[config.mk]
export PLATFORM = sky130hd
export DESIGN_NAME = req_pending_latch
export DESIGN_NICKNAME = d
export VERILOG_FILES = /design/src/rtl/req_pending_latch.sv
export SDC_FILE = /design/constraint.sdc
export NUM_CORES = 1
export LEC_CHECK = 0
export BUFFER_PORTS_ARGS = -buffer_cell sky130_fd_sc_hd__buf_2
export CAP_MARGIN = 0
export CORE_MARGIN = 10
export CORE_UTILIZATION = 50
export DETAILED_ROUTE_END_ITERATION = 6
export GPL_TIMING_DRIVEN = 0
export PLACE_DENSITY_LB_ADDON = 0.05
export SYNTH_ARGS = -nofsm -noshare
export SYNTH_HDL_FRONTEND = slang
export SYNTH_SLANG_ARGS = --single-unit
[constraint.sdc]
create_clock -name clock -period 2.3 [get_ports clock]
set_clock_uncertainty 0.2 [all_clocks]
set_input_delay 0.23 -clock clock [delete_from_list [all_inputs] [get_ports clock]]
set_output_delay 0.23 -clock clock [all_outputs]
set_load 0.02 [all_outputs]
[src/rtl/req_pending_latch.sv]
// Request front end for the 16-input priority encoder: sync, debounce,
// latch debounced rising edges as sticky pending bits, clear on service.
// Ports: clock/reset_n (sync, active-low); raw_in raw request lines;
//   clr_valid/clr_idx service-clear strobe; ovf_clr clears overflow;
//   pending feeds encoder_in; any_pending = |pending; overflow is sticky.
module req_pending_latch #(
  parameter int N        = 16,
  parameter int IDX_W    = 4,
  parameter int TICK_DIV = 50000,
  parameter int STABLE   = 4
) (
  input  logic             clock,
  input  logic             reset_n,
  input  logic [N-1:0]     raw_in,
  input  logic             clr_valid,
  input  logic [IDX_W-1:0] clr_idx,
  input  logic             ovf_clr,
  output logic [N-1:0]     pending,
  output logic             any_pending,
  output logic             overflow
);

  // A 1-bit counter is kept for TICK_DIV=1 so the compare below still works;
  // it then sits at 0 and ticks every cycle.
  localparam int              CNT_W   = (TICK_DIV > 1) ? $clog2(TICK_DIV) : 1;
  localparam logic [CNT_W-1:0] CNT_MAX = CNT_W'(TICK_DIV - 1);

  logic [N-1:0]             sync1;
  logic [N-1:0]             sync2;
  logic [CNT_W-1:0]         tick_cnt;
  logic                     tick;
  logic [N-1:0][STABLE-1:0] hist;
  logic [N-1:0][STABLE-1:0] hist_nxt;
  logic [N-1:0]             level;
  logic [N-1:0]             level_nxt;
  logic [N-1:0]             level_d;
  logic [N-1:0]             rise;
  logic [N-1:0]             clr_mask;
  logic [N-1:0]             pend_nxt;
  logic                     ovf_set;

  assign tick = (tick_cnt == CNT_MAX);

  // Level update looks at the history including the sample taken this tick,
  // so a change is recognised on the tick that completes the stable run.
  always_comb begin
    hist_nxt  = hist;
    level_nxt = level;
    for (int i = 0; i < N; i++) begin
      hist_nxt[i] = {hist[i][STABLE-2:0], sync2[i]};
      if (tick) begin
        if (&hist_nxt[i]) begin
          level_nxt[i] = 1'b1;
        end else if (~|hist_nxt[i]) begin
          level_nxt[i] = 1'b0;
        end
      end
    end
  end

  assign rise = level & ~level_d;

  // Out-of-range indices simply match no bit.
  always_comb begin
    clr_mask = '0;
    for (int i = 0; i < N; i++) begin
      clr_mask[i] = clr_valid && (int'(clr_idx) == i);
    end
  end

  // Rise wins over a same-cycle clear: the serviced request is consumed and
  // the new one latched, so the bit stays set without flagging overflow.
  assign pend_nxt = (pending & ~clr_mask) | rise;
  assign ovf_set  = |(rise & pending & ~clr_mask);

  always_ff @(posedge clock) begin
    if (!reset_n) begin
      sync1       <= '0;
      sync2       <= '0;
      tick_cnt    <= '0;
      hist        <= '0;
      level       <= '0;
      level_d     <= '0;
      pending     <= '0;
      any_pending <= 1'b0;
      overflow    <= 1'b0;
    end else begin
      sync1   <= raw_in;
      sync2   <= sync1;
      if (tick) begin
        tick_cnt <= '0;
        hist     <= hist_nxt;
      end else begin
        tick_cnt <= tick_cnt + 1'b1;
      end
      level       <= level_nxt;
      level_d     <= level;
      pending     <= pend_nxt;
      any_pending <= |pend_nxt;
      if (ovf_set) begin
        overflow <= 1'b1;
      end else if (ovf_clr) begin
        overflow <= 1'b0;
      end
    end
  end

endmodule
Word level (Yosys, flattened, before mapping)
Index checks and enable logic that the tools add are counted.
- register bits after elaboration: 146
- latch bits: 0
- RAM bits: 0
- bits in read-only memories: 0
- input port bits: 24
- output and inout port bits: 18
- memories kept: 0
- add/subtract/negate cells: 1
- multipliers: 0
- div/mod/pow operators: 0
- $lt $le $gt $ge: 0
- equal/unequal tests: 32
- shift operators: 0
- muxes and demuxes: 34
- bitwise operators: 8
- reduce and logical (&&, ||, !) cells: 69
- operators with widths (cell ; count):
    $and A16 B16 Y16 ; 4
    $reduce_and A4 Y1 ; 16
    $reduce_or A4 Y1 ; 16
    $mux W1 ; 34
    $eq A4 B4 Y1 const B ; 8
    $ne A2 B2 Y1 const B ; 16
    $not A16 Y16 ; 2
    $reduce_and A2 Y1 ; 16
    $reduce_or A16 Y1 ; 2
    $add A16 B1 Y16 const B ; 1
    $eq A16 B16 Y1 const B ; 1
    $eq A4 B3 Y1 const B ; 4
    $logic_and A1 B1 Y1 ; 16
    $or A16 B16 Y16 ; 1
    $eq A4 B2 Y1 const B ; 2
    $eq A4 B1 Y1 const B ; 1
    $logic_not A4 Y1 ; 1
    $reduce_bool A2 Y1 ; 1
    $reduce_or A2 Y1 ; 1
    $not A1 Y1 ; 1

Logic depth before layout (Yosys ltp)
- depth after elaboration: 6
- gate-level depth with buffers: 7
- gate-level depth less buffers: 6

Worst setup path after synthesis
Ideal clock, no wire load.
- path type: in2reg
- start: input clr_idx[3]
- end: register any_pending
- arrival: 1.725 ns
- required time: 1.975 ns
- path slack: 0.250 ns
- stages: 5
- path through: or3b_4 o21ai_2 nand4_1 or4_1 o41a_1
- word-level cells in the longest chain between the ends: 6
- elaborated cells on any way between the ends: 36
- those cells by class: eq/ne: 15; bitwise: 3; reduce/logical: 18
- RTL lines (element ; line ; source):
    start: declaration ; 16 ; input logic [IDX_W-1:0] clr_idx,
    $eq A4 B2 Y1, or another cell as far along ; 67 ; clr_mask[i] = clr_valid && (int'(clr_idx) == i);
    $logic_and A1 B1 Y1 ; 67 ;
    $not A16 Y16 * ; 73 ; assign pend_nxt = (pending & ~clr_mask) | rise;
    $and A16 B16 Y16 * ; 73 ;
    $or A16 B16 Y16 * ; 73 ;
    $reduce_or A16 Y1 * ; 99 ; any_pending <= |pend_nxt;
    end signal: assignment ; 99 ;
    end: declaration ; 19 ; output logic any_pending,
Mark *: on every way between the ends. The rest lies on a longest branch, timed or not.
A chain may end at the register's enable or synchronous reset.

Worst setup path after layout
- start: register tick_cnt[0]
- end: register level[11]
- word-level cells in the longest chain between the ends: 2
- RTL lines (element ; line ; source):
    start: declaration ; 30 ; logic [CNT_W-1:0] tick_cnt;
    start signal: assignment ; 94 ; tick_cnt <= tick_cnt + 1'b1;
    $eq A16 B16 Y1 ; 42 ; assign tick = (tick_cnt == CNT_MAX);
    $reduce_and A2 Y1 (no line) ; n/a ;
    end signal: assignment ; 96 ; level <= level_nxt;
    end: declaration ; 34 ; logic [N-1:0] level;
Every way passes these cells.

==> impl_metrics.env <==
export IMPL_status="finished clean"
export IMPL_mappedNetlistArea_um2=5340
export IMPL_seq_area_frac_synth_pct=54.8
export IMPL_num_rows=37
export IMPL_p_leak_nw=2.34
export IMPL_drtPass1Iterations=4
export IMPL_die_area_um2=15200
export IMPL_track_usage_pct=16.2
export IMPL_clock_sinks=146
export IMPL_worstPathCellList="ha_1 -> and3_1 -> and4_1 -> clkbuf_4 -> clkbuf_2 -> nand2_1 -> o2bb2ai_1"
export IMPL_setup_ws_ns=0.139
export IMPL_max_stage_delay_ns=0.37
export IMPL_placement_cell_area_um2=5710
export IMPL_antenna_found_initial=0
export IMPL_wl_per_cell_um=15.0
export IMPL_die_w_um=123
export IMPL_avgSynthCellArea_um2=9.33
export IMPL_gp_congestion=0.894
export IMPL_cp_start_kind="flop"
export IMPL_synthToLayoutAreaGrowth_pct=21.1
export IMPL_worstHoldPathType="input pin to flop"
export IMPL_cts_tree="yes"
export IMPL_hold_viol_final=0
export IMPL_initial_core_util_pct=51.5
export IMPL_setup_viol=0
export IMPL_ys_warn_count=0
export IMPL_total_power_mw=5.40
export IMPL_wirelength_mm=11.9
export IMPL_vias=4117
export IMPL_maxCapViolations=0
export IMPL_crit_type="flop to flop"
export IMPL_cts_max_level=4
export IMPL_io_pins=42
export IMPL_fin_crit_ns=2.16
export IMPL_gr_total_overflow=0
export IMPL_ys_seq_elements=146
export IMPL_power_density_nw_per_um2=835
export IMPL_tightest_slew_ns=0.569
export IMPL_path_max_fanout=10
export IMPL_clock_latency_ns=0.50
export IMPL_slew_headroom_pct=62.0
export IMPL_synth_cell_types=36
export IMPL_final_period_utilization_pct=94.0
export IMPL_grt_max_degree=17
export IMPL_clock_path_buffers=2
export IMPL_crit_path_top_delay_cell="dfxtp_1"
export IMPL_drive_gt1_share_pct=12.2
export IMPL_grt_pass1_wl_mm=19.5
export IMPL_fin_nets=670
export IMPL_cts_root_buffer="clkbuf_8"
export IMPL_preCtsSetupSlack_ns=-0.237
export IMPL_io_buffers=40
export IMPL_drcViolationCount=0
export IMPL_viasPerCell=5.20
export IMPL_postCtsSetupRepairBufs=0
export IMPL_grt_pass1_vias=4024
export IMPL_end_kind="flop"
export IMPL_r2r_setup_slack_ns=0.14
export IMPL_clkTransAtPathRegs_ns=0.06
export IMPL_whs_ns=0.0597
export IMPL_n_antenna_cell=0
export IMPL_ir_drop_uv=693
export IMPL_core_um2=10400
export IMPL_final_area_um2=6460
export IMPL_syn_inst=572
export IMPL_cts_buffers=17
export IMPL_drtIter0Drc=366
export IMPL_die_h_um=123
export IMPL_crit_required_ns=2.48
export IMPL_drv_slew=0
export IMPL_postRouteAntennaNets=0
export IMPL_synth_nets=597
export IMPL_arrival_ns=2.34
export IMPL_fmax_mhz=463
export IMPL_place_hpwl_mm=8.43
## cells in the mapped netlist
cell       number  share of area (%)
ha_1            1               0.23
or3b_4          1               0.21
or2_1           1               0.12
nor3_1          3               0.28
or2_2           1               0.12
nand2_1       119                8.4
o21ai_1         3               0.28
nor2b_1         3               0.35
nand3b_1        2               0.28
o21a_1          1               0.14
nor3b_1         1               0.14
o22a_1          1               0.16
nand3_1        10               0.94
o21ai_0        11                1.0
nor4bb_1        1               0.19
nand4_1        25                2.9
o41a_1          2               0.42
xnor2_1         7                1.1
and3_1          3               0.35
nor4_1         17                2.0
o22ai_1         5               0.59
xor2_1          7                1.1
nor2_1         19                1.3
and2_1         48                5.6
and4_1          2               0.33
o2111ai_1       1               0.16
o21ai_2         1               0.16
a21oi_1         2               0.19
o2bb2ai_1      17                2.8
dfxtp_1       146                 55
or4_1           2               0.28
a21boi_0       62                8.7
and3b_1         1               0.16
inv_1           2               0.14
clkbuf_1       27                1.9
nand2b_1       17                2.0
## path summary, 6_finish.rpt
check                                 start         end  cells after the start
worst max-delay path            tick_cnt[0]   level[11]                      7
worst min-delay path             clr_idx[0]  pending[6]                      4
worst max register to register  tick_cnt[0]   level[11]                      7
worst min register to register    sync1[10]   sync2[10]                      1
## power breakdown
group / internal [mW] / switching [mW] / leakage, nW
registers: 2.56 / 0.0173 / 1.18
clock network: 1.70 / 0.980 / 0.280
logic: 0.0721 / 0.0694 / 0.878
## state kept, by name, summed over array words and instances, names as in the netlist
signal and flops:
any_pending 1, level 16, sync2 16, sync1 16
pending 16, level_d 16, overflow 1, hist 48
tick_cnt 16
## routing by layer
metal  vias to the layer above  global-route usage [%]  share of wire (%)
met5                         -                       0                  0
met4                         0                    4.66               0.61
met3                         4                    5.15                5.5
met2                        84                    26.4                 47
met1                      1920                    20.3                 47
li1                       2109                       -                  -
## repair_timing
action | in CTS | in global routing
gates resized for setup | 8 | 12
hold buffers | 16 | 0
setup endpoints to repair | 61 | 68
hold endpoints to repair | 16 | 0
## kinds of logic (layout without fill, tap and decap cells)
kind of cell               count (synthesis)  after routing  share of synthesized area (%)
AOI/OAI and AO/OA                        106            106                           14.7
xor gates and xnor gates                  14             14                           2.30
adders and majority gates                  1              1                          0.234
buffers and inverters                     29            113                           2.04
DFF                                      146            146                           54.8
and+or+nand+nor                          276            276                           26.0
## per-stage QoR
stage,std cells,util [%],setup TNS [ns]
floorplan,572,-,0
global placement,748,55.0,-8.75
detailed placement,748,55.0,-10.98
CTS,794,62.3,0
global route,792,62.3,-0.00115
finish,792,62.3,0
## layout make-up
cell class / instances / area [um^2]
fillers: 915 / 3910
flip-flops and latches: 146 / 2920
multi-input cells: 397 / 2310
clock buffers: 21 / 449
repair buffers: 56 / 360
well taps: 136 / 170
clock inverters: 9 / 133
plain buffers: 25 / 111
inverters: 2 / 7.51
## placed cells by master (no fill, tap or decap), types with 2 or more instances in the layout
| cell | synthesis | final |
|---|---|---|
| nor2b_1 | 3 | 3 |
| clkbuf_1 | 27 | 19 |
| nand2b_1 | 17 | 17 |
| clkbuf_16 | 0 | 16 |
| buf_2 | 0 | 43 |
| nor3_1 | 3 | 3 |
| and4_1 | 2 | 2 |
| bufinv_16 | 0 | 3 |
| xor2_1 | 7 | 7 |
| nand4_1 | 25 | 25 |
| or4_1 | 2 | 2 |
| nor4_1 | 17 | 16 |
| dfxtp_1 | 146 | 146 |
| xnor2_1 | 7 | 7 |
| nand3_1 | 10 | 10 |
| clkbuf_4 | 0 | 3 |
| a21oi_1 | 2 | 2 |
| and2_1 | 48 | 48 |
| and3_1 | 3 | 3 |
| clkbuf_2 | 0 | 2 |
| nor2_1 | 19 | 19 |
| o21ai_0 | 11 | 11 |
| clkinv_4 | 0 | 2 |
| clkinvlp_4 | 0 | 2 |
| clkinv_2 | 0 | 2 |
| o2bb2ai_1 | 17 | 17 |
| inv_1 | 2 | 2 |
| a21boi_0 | 62 | 62 |
| nand2_1 | 119 | 119 |
| clkbuf_8 | 0 | 3 |
| o21ai_1 | 3 | 3 |
| o41a_1 | 2 | 2 |
| o22ai_1 | 5 | 5 |
| nand3b_1 | 2 | 2 |
| dlygate4sd3_1 | 0 | 16 |
## worst max-delay path: cells and delay by family, from the launching register on
family,cells,cell delay [ns]
AOI/OAI and AO/OA,1,0.14
adders and majority gates,1,0.22
buffers and inverters,2,0.50
DFF,1,0.37
and+or+nand+nor,3,0.61
Power figures use the tool's default switching activity.
